==> src/rtl/uart_rx_core.sv <==
`default_nettype none
// ============================================================================
// Module   : uart_rx_core
// Brief    : 8N1 UART receiver with valid/ready byte output and error pulses.
// Revision : 1.0 - initial release
// ============================================================================
module uart_rx_core #(
    parameter int CLKS_PER_BIT = 868
) (
    input  logic       clk,
    input  logic       rstn,
    input  logic       rxd,
    output logic [7:0] rx_data,
    output logic       rx_valid,
    input  logic       rx_ready,
    output logic       frame_err,
    output logic       overrun,
    output logic       busy
);

    localparam int                 C_HALF     = CLKS_PER_BIT / 2;
    localparam int                 C_CNT_W    = $clog2(CLKS_PER_BIT);
    localparam logic [C_CNT_W-1:0] C_HALF_END = C_CNT_W'(C_HALF - 1);
    localparam logic [C_CNT_W-1:0] C_BIT_END  = C_CNT_W'(CLKS_PER_BIT - 1);

    typedef enum logic [2:0] {
        S_WAIT_HIGH = 3'd0,
        S_IDLE      = 3'd1,
        S_START     = 3'd2,
        S_DATA      = 3'd3,
        S_STOP      = 3'd4
    } state_t;

    logic               r_rxd_m;
    logic               r_rxd_s;
    state_t             r_state;
    state_t             w_state_nxt;
    logic [C_CNT_W-1:0] r_cnt;
    logic [C_CNT_W-1:0] w_cnt_nxt;
    logic [2:0]         r_idx;
    logic [2:0]         w_idx_nxt;
    logic [7:0]         r_sh;
    logic [7:0]         w_sh_nxt;
    logic               w_load;
    logic               w_ovr;
    logic               w_ferr;
    logic               w_buf_free;

    // Synchroniser resets to the idle line level
    always_ff @(posedge clk or negedge rstn) begin
        if (!rstn) begin
            r_rxd_m <= 1'b1;
            r_rxd_s <= 1'b1;
        end else begin
            r_rxd_m <= rxd;
            r_rxd_s <= r_rxd_m;
        end
    end

    always_ff @(posedge clk or negedge rstn) begin
        if (!rstn) begin
            r_state <= S_WAIT_HIGH;
            r_cnt   <= '0;
            r_idx   <= '0;
            r_sh    <= '0;
        end else begin
            r_state <= w_state_nxt;
            r_cnt   <= w_cnt_nxt;
            r_idx   <= w_idx_nxt;
            r_sh    <= w_sh_nxt;
        end
    end

    // A byte being consumed this cycle frees the buffer for a same-cycle reload
    assign w_buf_free = !rx_valid || rx_ready;

    always_comb begin
        w_state_nxt = r_state;
        w_cnt_nxt   = r_cnt;
        w_idx_nxt   = r_idx;
        w_sh_nxt    = r_sh;
        w_load      = 1'b0;
        w_ovr       = 1'b0;
        w_ferr      = 1'b0;
        case (r_state)
            S_WAIT_HIGH: begin
                if (r_rxd_s) begin
                    w_state_nxt = S_IDLE;
                end
            end
            S_IDLE: begin
                if (!r_rxd_s) begin
                    w_state_nxt = S_START;
                    w_cnt_nxt   = '0;
                end
            end
            S_START: begin
                if (r_cnt == C_HALF_END) begin
                    w_cnt_nxt = '0;
                    if (!r_rxd_s) begin
                        w_state_nxt = S_DATA;
                        w_idx_nxt   = '0;
                    end else begin
                        w_state_nxt = S_IDLE;
                    end
                end else begin
                    w_cnt_nxt = r_cnt + 1'b1;
                end
            end
            S_DATA: begin
                if (r_cnt == C_BIT_END) begin
                    w_cnt_nxt = '0;
                    w_sh_nxt  = {r_rxd_s, r_sh[7:1]};
                    w_idx_nxt = r_idx + 3'd1;
                    if (r_idx == 3'd7) begin
                        w_state_nxt = S_STOP;
                    end
                end else begin
                    w_cnt_nxt = r_cnt + 1'b1;
                end
            end
            S_STOP: begin
                if (r_cnt == C_BIT_END) begin
                    w_cnt_nxt = '0;
                    if (r_rxd_s) begin
                        w_state_nxt = S_IDLE;
                        if (w_buf_free) begin
                            w_load = 1'b1;
                        end else begin
                            w_ovr = 1'b1;
                        end
                    end else begin
                        w_state_nxt = S_WAIT_HIGH;
                        w_ferr      = 1'b1;
                    end
                end else begin
                    w_cnt_nxt = r_cnt + 1'b1;
                end
            end
            default: begin
                w_state_nxt = S_WAIT_HIGH;
                w_cnt_nxt   = '0;
            end
        endcase
    end

    always_ff @(posedge clk or negedge rstn) begin
        if (!rstn) begin
            rx_data   <= 8'h00;
            rx_valid  <= 1'b0;
            frame_err <= 1'b0;
            overrun   <= 1'b0;
        end else begin
            frame_err <= w_ferr;
            overrun   <= w_ovr;
            if (w_load) begin
                rx_data  <= r_sh;
                rx_valid <= 1'b1;
            end else if (rx_valid && rx_ready) begin
                rx_valid <= 1'b0;
            end
        end
    end

    assign busy = (r_state == S_START) || (r_state == S_DATA) || (r_state == S_STOP);

endmodule
`default_nettype wire

==> config.mk <==
export PLATFORM = sky130hd
export DESIGN_NAME = uart_rx_core
export DESIGN_NICKNAME = d
export VERILOG_FILES = /design/src/rtl/uart_rx_core.sv
export SDC_FILE = /design/constraint.sdc
export NUM_CORES = 1
export LEC_CHECK = 0
export CORE_UTILIZATION = 47
export DETAILED_ROUTE_END_ITERATION = 8
export GPL_ROUTABILITY_DRIVEN = 0
export PLACE_DENSITY = 0.7
export SYNTH_ARGS = -nofsm -noshare
export SYNTH_HDL_FRONTEND = slang
export SYNTH_SLANG_ARGS = --single-unit
==> constraint.sdc <==
create_clock -name clk -period 2.05 [get_ports clk]
set_input_delay 0.41 -clock clk [delete_from_list [all_inputs] [get_ports clk]]
set_output_delay 0.41 -clock clk [all_outputs]
set_load 0.005 [all_outputs]
# == After elaboration in Yosys (flattened, before gate mapping) ==
# Index checks and enable logic that the tools add are counted.
# op_classes
n_reduce_logical,13
n_eq_ne,14
add_sub_neg,2
mux,30
bitwise,1
# op_table
cell,count
$pmux 10 s4,1
$mux 10,3
$mux 3,9
$pmux 3 s5,1
$mux 1,14
$ne 2x2->1 const B,7
$add 10x1->10 const B,1
$eq 10x10->1 const B,1
$eq 10x9->1 const B,1
$eq 3x2->1 const B,2
$eq 3x3->1 const B,2
$pmux 3 s2,1
$reduce_and 6->1,1
$reduce_and 2->1,2
$reduce_and 4->1,1
$reduce_bool 2->1,2
$add 3x1->3 const B,1
$eq 3x1->1 const B,1
$logic_not 3->1,1
$logic_or 1x1->1,3
$mux 2,1
$reduce_or 2->1,1
$logic_and 1x1->1,1
$logic_not 1->1,1
$not 1->1,1
# word_totals
ff_bits,37

# == Depth between registers and ports, before layout ==
# logic_depth
ltp_word,7
ltp_mapped,7
mapped_depth_nobuf,6

# == Worst setup path after synthesis ==
# Ideal clock, no wire load.
# synth_path
path_kind,register -> register
from,register r_cnt[0]
to,register rx_data[0]
setup_ns,0.125
arrival_time_ns,2.024
n_path_buf,1
t_required_ns,1.925
stages_incl_launch_ff,7
synth_period_minus_slack_ns,2.148
setup_slack_ns,-0.098
path_cell_list,dfrtp_1 ha_1 nand4b_1 or3_1 buf_6 nor3b_4 mux2_2
# synth_between
elab_chain_cells,3
# synth_lines
item,line,source
start: declaration,38,logic [C_CNT_W-1:0] r_cnt;
start signal: assignment,68,r_cnt <= w_cnt_nxt;
$eq 10x10->1,123,if (r_cnt == C_BIT_END) begin
$mux 1,123,
$mux 1,85,case (r_state)
end signal: assignment,157,rx_data <= r_sh;
end: declaration,13,"output logic [7:0] rx_data,"
# Every way passes these cells.
# A chain may end at the register's enable or synchronous reset.

# == Final worst setup path ==
# layout_path
from,register r_state[0]
to,output port busy
# layout_between
elab_chain_cells,3
word_cells_on_any_way,5
# layout_lines
item,line,source
start: declaration,36,state_t r_state;
start signal: assignment,67,r_state <= w_state_nxt;
$eq 3x2->1,165,assign busy = (r_state == S_START) || (r_state == S_DATA) || (r_state == S_STOP);
$logic_or 1x1->1,165,
$logic_or 1x1->1 *,165,
end: declaration,18,output logic busy
# Mark *: on every way between the ends. The rest lies on a longest branch, timed or not.

==> out/qor.yml <==
logic_synthesis:
  synth_top_family_by_area: "compound AO/OA/AOI/OAI gates"
  synth_edf_count: 0
  synth_compound_area_frac: 0.174
  synth_mux_area_frac: 0.110
  synthAdderAreaFrac: 0.0271
  synth_nets: 163
  async_flop_share: 1.00
  yosys_warnings: 0
  synth-seq-cells: 37
  netlist_area_um2: 1850
  ys_seq_area_frac: 0.503
  yosys_most_used_dff: "dfrtp_1"
  yosys.area_share.simple: 0.148
  synth_xor_area_frac: 0
  yosysUniqueCellTypes: 46
  synthCells: 155
  synth_area_per_cell_um2: 11.9
power_and_ir_drop:
  power_density_nw_per_um2: 775
  total_power_w: 0.00176
  leakagePower_nw: 1.01
  irDropWorstVdd_mv: 0.507
detailed_routing:
  drt-initial-drc-count: 62
  vias_per_cell: 5.69
  drc: 0
  drt_wl_total_um: 3630
  wl_per_cell_um: 15.4
  first_pass_iters: 4
  route.antenna.remaining_nets: 0
  vias: 1342
worst_setup_path:
  rr_worst_depth: 6
  critPathKind: "register to primary output"
  rrSetupSlack_ns: 0.10
  critPathMaxFanout: 10
  end_kind: "primary output"
  worstReg2RegStart: "r_cnt[1]$_DFFE_PN0P_"
  r2r_end: "rx_data[0]$_DFFE_PN0P_"
  crit_required_ns: 1.64
  startpoint_type: "register"
  cp.arrival_ns: 1.56
run_status:
  status: "finished, final reports clean"
global_route:
  antenna_found_initial: 0
  grt_pass1_vias: 1316
  grtUsageTotal: 0.190
  grt_pass1_wl_um: 6080
  grt_max_degree: 38
  grt_overflow: 0
flow_run:
  drv_cap: 0
cells_and_area:
  fin_area_um2: 2270
  finalCoreUtilization: 0.610
  fin_cells: 236
  drive_gt1_frac: 0.324
  nNetsFinal: 195
  antenna_cells: 0
  syn2layout_area_growth_pct: 22.8
die:
  start_util: 0.497
  io_pins: 16
  die_x_um: 64.7
  rows: 22
  die_h_um: 64.7
  coreArea_um2: 3720
  die_area_um2: 4180
sta:
  fmax_ghz: 0.508
  finClkSkew_ns: 0.0101
  maxSlewHeadroom: 0.696
  rsz0062_at_grt: "false"
  final_hold_viol_count: 0
  setup_viol: 0
  drv_slew: 0
  period_needed_ns: 1.97
  worst_slew_pin_slew_ns: 0.456
  fin_crit_sh: 0.961
cts:
  clk_pin_slew_ns: 0.07
  cts_tree: "done"
  clock_latency_ns: 0.29
  numCtsBuffers: 5
  cts_root_buf: "clkbuf_8"
  max-clock-path-buffers: 2
  clock_sinks: 37
  htree_levels: 2
place:
  dp_hpwl_um: 2580
  dpl_cell_area_um2: 2150
  dp_cells: 227
  port_buffers: 15
hold_path:
  hold_depth: 0
  hold_path_end: "r_rxd_s$_DFF_PN1_"
  hold_start: "r_rxd_m$_DFF_PN1_"
  hp-class: "register to register"
[cells by family after synthesis]
group,Yosys count
AND/OR/NAND/NOR,43
adder cells (fa/ha/maj),4
multiplexers,18
flip-flops,37
buffers and inverters,14
AO/OA/AOI/OAI,39
[critical path, stage by stage (launching register included)]
cell             delay, ns
dfrtp_2               0.49
inv_4                 0.11
nand3_1               0.09
nand2_1               0.10
clkdlybuf4s50_1       0.49
[flip-flops by register name (all words and copies together), names as in the netlist]
| signal | count |
|---|---|
| r_rxd_m | 1 |
| r_rxd_s | 1 |
| r_state | 3 |
| r_cnt | 10 |
| rx_valid | 1 |
| overrun | 1 |
| rx_data | 8 |
| r_sh | 8 |
| r_idx | 3 |
| frame_err | 1 |
[cell usage in the layout (no fill, tap or decap), drive strengths merged, types with 2 or more instances in the layout]
cell type / count
clkdlybuf4s50: 15
nand3: 5
nand4: 2
a21oi: 5
a22o: 6
mux2: 18
nand4b: 2
nand2b: 5
dfrtp: 35
dfstp: 2
inv: 6
nand3b: 3
or2: 2
nor2b: 2
a221o: 5
and2: 2
o21a: 2
a211oi: 2
or3: 2
nor4: 3
clkbuf: 5
nand2: 5
o21ai: 5
nor3: 4
a21o: 2
clkinv: 2
nor3b: 2
buf: 18
nor2: 2
a2111oi: 2
ha: 4
[per-layer routing]
layer | track usage | wire (µm) | part of all wire
met5 | 0 | 0 | 0
met4 | 0.0500 | 27 | 0.0074
met3 | 0.0616 | 152 | 0.042
met2 | 0.324 | 1860 | 0.51
met1 | 0.230 | 1590 | 0.44
[worst max path at each step]
| stage | to | slack (ns) | cells past startpoint | startpoint |
|---|---|---|---|---|
| 6_report | busy | 0.08 | 4 | r_state[0]$_DFFE_PN0P_ |
| 5_1_grt | busy | 0.01 | 4 | r_state[0]$_DFFE_PN0P_ |
| 2_1_floorplan | r_sh[2]$_DFFE_PN0P_ | -0.07 | 7 | r_cnt[0]$_DFFE_PN0P_ |
| 4_1_cts | busy | 0.007 | 4 | r_state[1]$_DFFE_PN0P_ |
| 3_5_place_dp | rx_data[0]$_DFFE_PN0P_ | 0.04 | 6 | r_cnt[1]$_DFFE_PN0P_ |
| 3_3_place_gp | rx_data[5]$_DFFE_PN0P_ | 0.1 | 6 | r_cnt[1]$_DFFE_PN0P_ |
[area by class of cell]
| class | count | area, µm² |
|---|---|---|
| repair buffers | 33 | 298 |
| inverters | 6 | 25.0 |
| flip-flops and latches | 37 | 932 |
| fillers | 301 | 1450 |
| multi-input cells | 104 | 866 |
| clock inverters | 3 | 17.5 |
| well taps | 48 | 60.1 |
| clock buffers | 5 | 68.8 |
[synthesized netlist by cell type, types with 3 or more instances]
| master | n | area, µm² |
|---|---|---|
| o21ai_0 | 5 | 25.0 |
| nor4_1 | 3 | 18.8 |
| nand2_1 | 5 | 18.8 |
| ha_1 | 4 | 50.1 |
| mux2_2 | 18 | 203 |
| a21oi_1 | 5 | 25.0 |
| nor3_1 | 3 | 15.0 |
| nand3_1 | 5 | 25.0 |
| a221o_1 | 5 | 50.1 |
| nand2b_1 | 5 | 31.3 |
| nand3b_1 | 3 | 22.5 |
| clkbuf_1 | 4 | 15.0 |
| inv_1 | 6 | 22.5 |
| a22o_1 | 6 | 52.6 |
| dfrtp_1 | 35 | 876 |
[repair_timing]
item                                   4_1_cts  5_1_grt
setup endpoints to repair                    1       18
setup buffers                                0        1
resized for setup                            1        8
endpoints found under the hold margin        0        0
hold buffers                                 0        0
[metrics by stage]
step	hold WS [ns]	worst slack (ns)	TNS (ns)
floorplan	0.114	-0.0688	-0.958
global placement	0.345	0.0971	0
detailed placement	0.348	0.0420	0
CTS	0.358	0.00714	0
global route	0.361	0.0106	0
finish	0.356	0.0803	0
[report_power, final]
part | total [W] | internal (W) | switching [W]
combinational | 0.000442 | 0.000213 | 0.000229
sequential | 0.000827 | 0.000781 | 0.0000468
clock | 0.000487 | 0.000234 | 0.000252
total | 0.00176 | 0.00123 | 0.000528
Note: power is estimated with default switching activity, not from simulation.
